$ cat config.mk
export PLATFORM = sky130hd
export DESIGN_NAME = adc_capture_ctrl
export DESIGN_NICKNAME = d
export VERILOG_FILES = /design/src/rtl/rfsoc_config.sv /design/src/rtl/shift_register.sv /design/src/rtl/adc_capture_ctrl.sv
export SDC_FILE = /design/constraint.sdc
export NUM_CORES = 1
export LEC_CHECK = 0
export BUFFER_PORTS_ARGS = -buffer_cell sky130_fd_sc_hd__buf_2
export CAP_MARGIN = 20
export CORE_AREA = 3 3 210 212
export DETAILED_ROUTE_END_ITERATION = 10
export DIE_AREA = 0 0 213 215
export REMOVE_ABC_BUFFERS = 1
export SETUP_SLACK_MARGIN = 0.1
export SLEW_MARGIN = 25
export SYNTH_ARGS = -nofsm -noshare
export SYNTH_HDL_FRONTEND = slang
export SYNTH_HIERARCHICAL = 1
export SYNTH_SLANG_ARGS = --single-unit
export TNS_END_PERCENT = 100
$ cat constraint.sdc
create_clock -name clk -period 18.7 [get_ports clk]
set_input_delay 5.61 -clock clk [delete_from_list [all_inputs] [get_ports clk]]
set_output_delay 5.61 -clock clk [all_outputs]
set_load 0.02 [all_outputs]
$ cat src/rtl/rfsoc_config.sv
// Shared RFSoC control-plane constants: gpio_ctrl bit map, config register width, ADC capture FSM states.
package rfsoc_config;

    localparam int config_reg_width = 32;

    // gpio_ctrl bit map: serial data plus one shift clock per register
    localparam int sdata               = 0;
    localparam int adc_cycle_count_clk = 4;
    localparam int adc_pre_delay_clk   = 5;
    localparam int adc_decim_clk       = 6;

    localparam int decim_w = 8;

    typedef enum logic [1:0] {
        IDLE = 2'd0,
        PRE  = 2'd1,
        CAPT = 2'd2,
        DONE = 2'd3
    } adc_cap_state_t;

endpackage

$ cat src/rtl/shift_register.sv
// LSB-first serial config register loaded from the PS gpio bus on rising edges of its shift clock bit.
module shift_register #(
    parameter int W = 32
) (
    input  logic         clk,
    input  logic         rst_n,
    input  logic         en,
    input  logic         shift_clk,
    input  logic         sdata,
    output logic [W-1:0] q
);

    logic shift_clk_d;

    // The shift clock is a slow PS-driven level, so it is edge-detected in the fabric clock domain.
    always_ff @(posedge clk or negedge rst_n) begin
        if (!rst_n) begin
            shift_clk_d <= 1'b0;
            q           <= '0;
        end else begin
            shift_clk_d <= shift_clk;
            if (en && shift_clk && !shift_clk_d) begin
                q <= {sdata, q[W-1:1]};
            end
        end
    end

endmodule

$ cat src/rtl/adc_capture_ctrl.sv
// adc_capture_ctrl: on trigger waits a programmed pre-delay, then forwards a programmed number of ADC beats.
// Build macro ADC_CAPTURE_DECIM_EN adds the decim_factor register and beat decimation inside the window.
module adc_capture_ctrl
    import rfsoc_config::*;
#(
    parameter int DATA_W = 256,
    parameter int CFG_W  = config_reg_width
) (
    input  logic              clk,
    input  logic              rst,
    input  logic [DATA_W-1:0] s_axis_tdata,
    input  logic              s_axis_tvalid,
    output logic              s_axis_tready,
    output logic [DATA_W-1:0] m_axis_tdata,
    output logic              m_axis_tvalid,
    input  logic              m_axis_tready,
    input  logic [15:0]       gpio_ctrl,
    input  logic              select_in,
    input  logic              trigger_in,
    output logic              busy,
    output logic              capture_done,
    output logic              overflow
);

    adc_cap_state_t state, state_next;

    logic [CFG_W-1:0] capture_cycles;
    logic [CFG_W-1:0] pre_delay_cycles;
    logic [CFG_W-1:0] cap_cnt;
    logic [CFG_W-1:0] pre_cnt;

    logic arm;
    logic in_capt;
    logic keep_beat;
    logic window_beat;
    logic done_set;
    logic gpio_unused;

    assign gpio_unused   = ^gpio_ctrl;
    assign s_axis_tready = 1'b1;

    shift_register #(.W(CFG_W)) u_cycle_count (
        .clk       (clk),
        .rst_n     (!rst),
        .en        (select_in),
        .shift_clk (gpio_ctrl[adc_cycle_count_clk]),
        .sdata     (gpio_ctrl[sdata]),
        .q         (capture_cycles)
    );

    shift_register #(.W(CFG_W)) u_pre_delay (
        .clk       (clk),
        .rst_n     (!rst),
        .en        (select_in),
        .shift_clk (gpio_ctrl[adc_pre_delay_clk]),
        .sdata     (gpio_ctrl[sdata]),
        .q         (pre_delay_cycles)
    );

`ifdef ADC_CAPTURE_DECIM_EN
    logic [decim_w-1:0] decim_factor;
    logic [decim_w-1:0] decim_cnt;

    shift_register #(.W(decim_w)) u_decim (
        .clk       (clk),
        .rst_n     (!rst),
        .en        (select_in),
        .shift_clk (gpio_ctrl[adc_decim_clk]),
        .sdata     (gpio_ctrl[sdata]),
        .q         (decim_factor)
    );

    // decim_cnt counts valid window beats modulo decim_factor; phase 0 is the kept beat.
    always_ff @(posedge clk or posedge rst) begin
        if (rst) begin
            decim_cnt <= '0;
        end else if (arm) begin
            decim_cnt <= '0;
        end else if (in_capt && s_axis_tvalid) begin
            if (decim_factor <= decim_w'(1) || decim_cnt == decim_factor - decim_w'(1)) begin
                decim_cnt <= '0;
            end else begin
                decim_cnt <= decim_cnt + decim_w'(1);
            end
        end
    end

    assign keep_beat = (decim_cnt == '0);
`else
    assign keep_beat = 1'b1;
`endif

    assign window_beat = in_capt && s_axis_tvalid && keep_beat;

    always_ff @(posedge clk or posedge rst) begin
        if (rst) begin
            state <= IDLE;
        end else begin
            state <= state_next;
        end
    end

    always_comb begin
        state_next = state;
        case (state)
            IDLE: if (trigger_in) state_next = (capture_cycles == '0) ? DONE : PRE;
            PRE:  if (pre_cnt == '0) state_next = CAPT;
            CAPT: if (window_beat && cap_cnt <= CFG_W'(1)) state_next = DONE;
            DONE: if (!trigger_in) state_next = IDLE;
            default: state_next = IDLE;
        endcase
    end

    always_comb begin
        busy     = (state != IDLE);
        arm      = (state == IDLE) && trigger_in;
        in_capt  = (state == CAPT);
        done_set = (state_next == DONE) && (state != DONE);
    end

    always_ff @(posedge clk or posedge rst) begin
        if (rst) begin
            cap_cnt <= '0;
            pre_cnt <= '0;
        end else if (arm) begin
            cap_cnt <= capture_cycles;
            pre_cnt <= pre_delay_cycles;
        end else begin
            if (state == PRE && pre_cnt != '0) pre_cnt <= pre_cnt - CFG_W'(1);
            if (window_beat && cap_cnt != '0) cap_cnt <= cap_cnt - CFG_W'(1);
        end
    end

    // m_axis: a beat transfers on a clock edge where m_axis_tvalid and m_axis_tready are both 1;
    // while tvalid=1 and tready=0 the held tdata never changes, so a window beat arriving then is dropped.
    always_ff @(posedge clk or posedge rst) begin
        if (rst) begin
            m_axis_tdata  <= '0;
            m_axis_tvalid <= 1'b0;
            capture_done  <= 1'b0;
            overflow      <= 1'b0;
        end else begin
            capture_done <= done_set;
            if (arm) overflow <= 1'b0;
            if (window_beat) begin
                if (m_axis_tvalid && !m_axis_tready) begin
                    overflow <= 1'b1;
                end else begin
                    m_axis_tdata  <= s_axis_tdata;
                    m_axis_tvalid <= 1'b1;
                end
            end else if (m_axis_tready) begin
                m_axis_tvalid <= 1'b0;
            end
        end
    end

endmodule

# Word-level counts from Yosys, hierarchy flattened
# Cells that the tools add are included.
# W data, S select, Z words.
dict set report totals {
  reg_bits 391
  latchBits 0
  mem_bits_rw 0
  rom_bits 0
  in_bits 278
  out_inout_bits 261
  word_cells 62
  mem_count 0
}
dict set report op_classes {
  n_addsub 2
  mul 0
  n_div 0
  n_lt_le_gt_ge 1
  eq_ne 6
  shifts 0
  muxes 16
  bitwise 1
  reduce_logical 25
}
# cell count
set op_table {}
lappend op_table {{$mux W32} 4}
lappend op_table {{$logic_not A32 Y1} 2}
lappend op_table {{$reduce_bool A32 Y1} 2}
lappend op_table {{$sub A32 B1 Y32 const B} 2}
lappend op_table {{$le A32 B1 Y1 const B} 1}
lappend op_table {{$logic_and A1 B1 Y1} 11}
lappend op_table {{$mux W2} 5}
lappend op_table {{$pmux W2 S4} 1}
lappend op_table {{$reduce_bool A2 Y1} 4}
lappend op_table {{$eq A2 B2 Y1 const B} 3}
lappend op_table {{$mux W1} 6}
lappend op_table {{$ne A2 B2 Y1 const B} 2}
lappend op_table {{$reduce_and A2 Y1} 2}
lappend op_table {{$logic_not A1 Y1} 3}
lappend op_table {{$eq A2 B1 Y1 const B} 1}
lappend op_table {{$logic_not A2 Y1} 1}
lappend op_table {{$not A1 Y1} 1}

# Longest topological paths before layout
# Gate-level depths: netlist of run 1.
dict set report depth {
  ltp_word 7
  mapped_depth 9
  mapped_depth_nobuf 7
}

# Modules after synthesis
# The synthesis of run 1 kept the hierarchy.
# module n_inst cells_each area_each_um2 seq_area_each_um2
set by_module_without_submodules {}
lappend by_module_without_submodules {adc_capture_ctrl 1 1058 13905.8 8132.8}
lappend by_module_without_submodules {shift_register 2 69 1352.5 825.8}

# Worst setup path before layout of run 1
# No wires, ideal clock.
dict set report synth_path {
  path_type {input to register}
  startpoint {input s_axis_tvalid}
  endpoint {register m_axis_tdata[100]}
  setup_time_ns 0.125
  arrival_time_ns 7.116
  required_time_ns 18.575
  slack_ns 11.459
  cell_stages 6
  n_path_buf 3
  path_cell_list {nor3b_1 and2_1 clkbuf_1 clkbuf_1 clkbuf_1 mux2_2}
}
dict set report synth_between {
  elab_chain_cells 2
}
# item line
set synth_lines {}
lappend synth_lines {{start: declaration} adc_capture_ctrl.sv:12} ;# input logic s_axis_tvalid,
lappend synth_lines {{$logic_and A1 B1 Y1} adc_capture_ctrl.sv:93} ;# assign window_beat = in_capt && s_axis_tvalid && keep_beat;
lappend synth_lines {{$reduce_and A2 Y1 (no line)} -}
lappend synth_lines {{end signal: assignment} adc_capture_ctrl.sv:149} ;# m_axis_tdata <= s_axis_tdata;
lappend synth_lines {{end: declaration} adc_capture_ctrl.sv:14} ;# output logic [DATA_W-1:0] m_axis_tdata,
# No other way between the ends.
# A chain may end at the register's enable or synchronous reset.

# Final worst setup path of run 1
dict set report layout_path {
  startpoint {input s_axis_tvalid}
  endpoint {register m_axis_tdata[122]}
}
# The elaborated chain is that of the path after synthesis.

==> results of run 1 <==
## power by group through the flow
stage / registers, mW / clock network, mW / logic (mW)
after floorplan: 1.79 / 0 / 0.710
after global placement: 1.46 / 0 / 1.54
after detailed placement: 1.48 / 0 / 1.56
after CTS: 1.47 / 0.938 / 1.56
after global routing: 1.52 / 0.969 / 1.66
final: 1.47 / 0.914 / 1.55
## path summary, 6_finish.rpt
kind                                               from                            end  slack (ps)  cells after the start
max in group asynchronous                           rst  m_axis_tdata[187]$_DFFE_PP0P_       11230                      4
max reg2reg                          state[1]$_DFF_PP0_  m_axis_tdata[122]$_DFFE_PP0P_       14830                      6
min in group asynchronous                           rst   m_axis_tdata[93]$_DFFE_PP0P_        5250                      2
min reg2reg                u_pre_delay/q[0]$_DFFE_PN0P_         pre_cnt[0]$_DFFE_PP0P_         490                      2
min                        u_pre_delay/q[0]$_DFFE_PN0P_         pre_cnt[0]$_DFFE_PP0P_         490                      2
max                                       s_axis_tvalid  m_axis_tdata[122]$_DFFE_PP0P_       10250                      6
## metal layers
metal  GRT usage, %  share of wire (%)  vias up
met5              0               0.12        -
met4          9.026                3.1       10
met3          8.050                8.9      113
met2          34.95                 45      421
met1          31.65                 43     6351
li1               -                  -     5466
## Yosys cell counts (all sizes together) (13+ instances only)
library cell  number  area [um^2]
dfrtp            391         9784
or3               21        133.9
nor3              17        95.09
mux2             320         3829
o21ai             22        110.1
or4               34        270.3
a31oi             41        256.5
buf               16        125.1
nand2             30        115.1
nand3             26        130.1
clkbuf            50        188.9
nor2              58        217.7
or2               13        81.33
nor4              19        163.9
o31ai             17        141.4
## registers in the layout, indices dropped and copies added, names as in the netlist
register,cells
cap_cnt,32
capture_done,1
m_axis_tdata,256
m_axis_tvalid,1
overflow,1
pre_cnt,32
state,2
u_cycle_count/q,32
u_cycle_count/shift_clk_d,1
u_pre_delay/q,32
u_pre_delay/shift_clk_d,1
## through the flow
stage / instances / utilization [%] / setup slack (ps) / cell area, um^2
2_1_floorplan: 1130 / - / 2221 / 16300
3_3_place_gp: 2204 / 46.76 / 9641 / 19700
3_5_place_dp: 2204 / 46.76 / 9639 / 19700
4_1_cts: 2287 / 50.44 / 10240 / 21250
5_1_grt: 2301 / 50.52 / 10050 / 21290
6_report: 2302 / 50.53 / 10250 / 21290
## logic make-up (layout without fill, tap and decap cells)
family,count (synthesis),in the layout,synth area share [%]
AOI/OAI and AO/OA,121,121,5.077
xor gates and xnor gates,2,2,0.1055
adders and majority gates,5,5,0.3766
buffers and inverters,78,630,2.162
DFF,391,391,58.90
muxes,324,324,23.29
other,1,16,0.02258
and+or+nand+nor,274,274,10.06
## cell type report
type                            instances  area share, %
Clock buffer                           72          6.482
Multi-Input combinational cell        727          30.41
Timing Repair Buffer                  535          12.77
Tap cell                              539          3.168
Sequential cell                       391          45.96
Inverter                               12         0.2468
Antenna cell                           15         0.1763
Clock inverter                         11         0.7875
## worst max-delay path, cell delays in order
cell and delay, ps:
buf_2 100, nor3b_1 260, and2_4 620, buf_4 870, buf_4 880, mux2_2 420
==> run metrics, run 1 <==
result of the run=completed; worst endpoint data arrival time=8890 ps; CTS Buffer Depth=3; largest net degree at the start of global routing=152; peak supply drop=0.08676 mV; clk sinks=391; gr usage total=a little under a quarter; Detailed Routing Iterations Pass 1=5; Cell variety after synth=68; DR vias=approximately 12000; Syn Area/Cell=13.89 um^2; total core area=42130 um^2; Fin. Hold Viols=0; Final min period=8447 ps; ys flop type=dfrtp_1; Synth Cell Area=16610 um^2; power per cell area=184.9 nW/um^2; routed length per instance=about 24 um; clock skew=14.04 ps; number of flops mapped to enable cells by yosys=0; Final ANT Viol Nets=0; CTS tree=done; Hold Crit Class=flip-flop to flip-flop; Initial Util=around 40%; max frequency=around 120 MHz; crit end category=flip-flop; Slew @ Worst Pin=slightly above 1000 ps; CP Class=primary input to flip-flop; Worst-path clk slew=60 ps; first-pass GRT wire length=80010 um; CTS Hold Bufs=0; Routed WL=about 56000 um; Clk pwr share=23.2%; leak pwr=10.05 nW; Reg power frac=37.3%; commonest non-fill, non-tap cell in the layout=buf_2; share of layout cells above drive strength 1=between 50% and 60%; DRC Markers=0; post-synthesis sequential area ratio=58.90%; Power Total=3.936 mW; sw frac=38.68%; clock latency on the worst-skew pair=around 560 ps; cts repair resizes=0; HPWL after DPL=~42000 um; Num CTS Buffers=45; hold_ws=485.2 ps; Setup TNS=0 ps; GRT overflow=0; die area=45800 um^2; Root Driver=clkbuf_16; FF/Latch Area=9784 um^2; Int Pwr=about 2.4 mW; Synth async-reset ratio=100.0%; RSZ-0062 raised after global routing=false; fill count=3737; area delta synth->final=28.16%; Sw Pwr=1.523 mW; Max Transition Viols Final=0; multi-input logic area=6475 um^2; Layout Nets=1995; Iter 0 DRT Violations=between 800 and 900; Syn Inst Count=about 1200; Final Cycle Share=roughly 45%; most frequent cells in the layout=buf_2, dfrtp_1, mux2_2, mux2_4, nor2_1; vias per cell=5.370; CP Launch Type=primary input; die height=215 um; Max Cap Violations=0; Worst EP required=19140 ps; Synth Register Bits=391; antenna violations before repair=37; die width=around 210 um; Combinational Power Share=approximately two fifths; Final GP Congestion=approximately 0.9; H-tree depth=2; peak fanout along the critical path=77; Row Count=75; # setup viols final=0; post-CTS setup buffer count=0; synth warn=6; I/O pin count=roughly 540; Port-buffer cells=524; slew margin rel.=roughly 33%; vias in the first global route=11990
No activity file was read; power rests on OpenSTA's default activity.
==> run 2: changes to the inputs <==
--- a/config.mk
+++ b/config.mk
@@ -7,9 +7,10 @@
 export LEC_CHECK = 0
 export BUFFER_PORTS_ARGS = -buffer_cell sky130_fd_sc_hd__buf_2
 export CAP_MARGIN = 20
-export CORE_AREA = 3 3 210 212
+export CORE_AREA = 3 3 206 208
 export DETAILED_ROUTE_END_ITERATION = 10
-export DIE_AREA = 0 0 213 215
+export DIE_AREA = 0 0 209 211
+export PLACE_DENSITY = 0.69
 export REMOVE_ABC_BUFFERS = 1
 export SETUP_SLACK_MARGIN = 0.1
 export SLEW_MARGIN = 25
==> constraint.sdc (replaced) <==
create_clock -name clk -period 7.1 [get_ports clk]
set_input_delay 2.13 -clock clk [delete_from_list [all_inputs] [get_ports clk]]
set_output_delay 2.13 -clock clk [all_outputs]
set_load 0.02 [all_outputs]
==> run metrics, run 2 (same netlist as run 1, synthesis figures left out) <==
worst endpoint data arrival time=4280 ps (-4610 ps); max frequency=260.2 MHz; critical path's largest stage delay=510 ps (-370 ps); clock latency on the worst-skew pair=550 ps (about the same); crit path launch=s_axis_tvalid; Iter 0 DRT Violations=875 (+1.3%); Fin. Hold Viols=0 (unchanged); DRC Markers=0 (unchanged); vias per cell=5.420 (+0.93%); Final ANT Viol Nets=0 (unchanged); area delta synth->final=27.98%; antenna violations before repair=43 (+16%); Port-buffer cells=524 (unchanged); Final Cycle Share=54.12%; die height=211 um (-1.9%); WL met3=3452 um (-30%); Row Count=74 (-1.3%); Reg power frac=38.3% (+1.0 points); die width=209 um (-1.9%); Clk pwr share=22.0% (-1.2 points); met2 routed WL=25150 um (-0.21%); largest net degree at the start of global routing=130 (-14%); RSZ-0062 raised after global routing=false; Num CTS Buffers=43 (-4.4%); total core area=40740 um^2 (-3.3%); Routed WL=56360 um (+1.4%); Slew @ Worst Pin=828.3 ps (-181.1 ps); die area=44100 um^2 (-3.7%); clock skew=15.03 ps (+0.9971 ps); Max Cap Violations=0 (unchanged); clk sinks=391 (unchanged); power per cell area=483.1 nW/um^2 (+160%); Final Non-Filler Cells=2300 (-0.087%); Worst EP required=7530 ps (-11610 ps); dpl cells=2199 (-0.23%); commonest non-fill, non-tap cell in the layout=buf_2; largest register by flop count=m_axis_tdata; DR top layer=met5; Final GP Congestion=0.9099 (+1.1%); CTS Hold Bufs=0 (unchanged); result of the run=completed; slew margin rel.=44.78% (+12 points); vias in the first global route=12050 (+0.55%); most frequent cells in the layout=buf_2, dfrtp_1, mux2_2, mux2_4, nor2_1; Final min period=between 3000 and 4000 ps; Combinational Power Share=39.6% (+0.2 points); Sw Pwr=4.010 mW (+160%); GRT overflow=0 (unchanged); hold depth=2 (unchanged); first-pass GRT wire length=80970 um (+1.2%); share of layout cells above drive strength 1=55.33% (about the same); DR vias=12470 (+0.84%); # setup viols final=0 (unchanged); Post-Place Setup Slack=2701 ps (-6938 ps); Initial Util=40.77% (+1.4 points); Detailed Routing Iterations Pass 1=4 (-1); peak supply drop=0.2685 mV (+210%); CP Class=primary input to flip-flop; CP max stage cell=and2_4; fin worst setup slack=3257 ps (-6996 ps); HPWL after DPL=43650 um (+2.7%); Layout Nets=1996 (+0.050%); R2R depth=6 (unchanged); FF-to-FF Start=pre_cnt[21]$_DFFE_PP0P_; H-tree depth=2 (unchanged); Int Pwr=6.261 mW (+160%); I/O pin count=539 (unchanged); max reg flops=256 (unchanged); Max Transition Viols Final=0 (unchanged); gr usage total=24.69% (+1.2 points); fill count=3625 (-3.0%); M1 wire length=25520 um (+8.0%); post-CTS setup buffer count=0 (unchanged); cts repair resizes=0 (unchanged); Worst Hold Launch=overflow$_DFF_PP0_; Cell Chain, Critical Path=buf_2 > nor3b_1 > and2_4 > buf_16 > buf_12 > mux2_2; crit end category=flip-flop; sw frac=39.04% (+0.36 points); CTS Buffer Depth=3 (unchanged); hold_ws=491.3 ps (+6.106 ps); routed length per instance=24.50 um (+1.5%); Root Driver=clkbuf_16; Worst-path clk slew=60 ps (about the same); CP Launch Type=primary input; leak pwr=10.03 nW (-0.22%); peak fanout along the critical path=88 (+14%); Hold Crit Class=flip-flop to flip-flop; CTS tree=done
==> run 2: path summary, 6_finish.rpt <==
check,end,slack [ps]
max in group asynchronous,m_axis_tdata[165]$_DFFE_PP0P_,3960
setup / recovery,m_axis_tdata[64]$_DFFE_PP0P_,3260
hold / removal,overflow$_DFF_PP0_,490
setup reg to reg,capture_done$_DFF_PP0_,4120
hold reg to reg,overflow$_DFF_PP0_,490
min in group asynchronous,m_axis_tdata[237]$_DFFE_PP0P_,1600
==> run 2: power groups by stage <==
stage                     combinational, mW  sequential [mW]  clock (mW)
final                                  4.07             3.94        2.26
after detailed placement               4.08             3.95           0
after global routing                   4.33             4.06        2.41
after CTS                              4.09             3.92        2.32
after floorplan                        1.87             4.71           0
after global placement                 4.00             3.89           0
==> run 2: layout make-up <==
cell class	count	area, um^2	area share, %
diodes	24	60.06	0.2825
clock buffers	64	1257	5.915
clock inverters	12	160.2	0.7534
inverters	12	52.55	0.2472
multi-input cells	727	6472	30.45
flip-flops and latches	391	9784	46.03
well taps	532	665.6	3.131
repair buffers	538	2805	13.20
==> run 2: critical path: cells and delay by family <==
kind | cells | cell delay [ps]
buffers and inverters | 3 | 820
AND/OR/NAND/NOR | 2 | 840
multiplexers | 1 | 400
==> run 2: layer usage <==
metal	global-route usage [%]	vias to the layer above
met5	1.940	-
met4	11.41	6
met3	5.644	119
met2	35.38	436
met1	35.62	6416
li1	-	5488
==> run 2: per-stage QoR <==
stage / area, um^2 / setup TNS (ps) / power, mW / util (%)
finish: 21260 / 0 / 10.27 / 52.18
CTS: 21170 / 0 / 10.32 / 51.96
detailed placement: 19750 / 0 / 8.028 / 48.48
global placement: 19720 / 0 / 7.892 / 48.41
global route: 21250 / 0 / 10.80 / 52.16
floorplan: 16300 / -2802550 / 6.582 / -
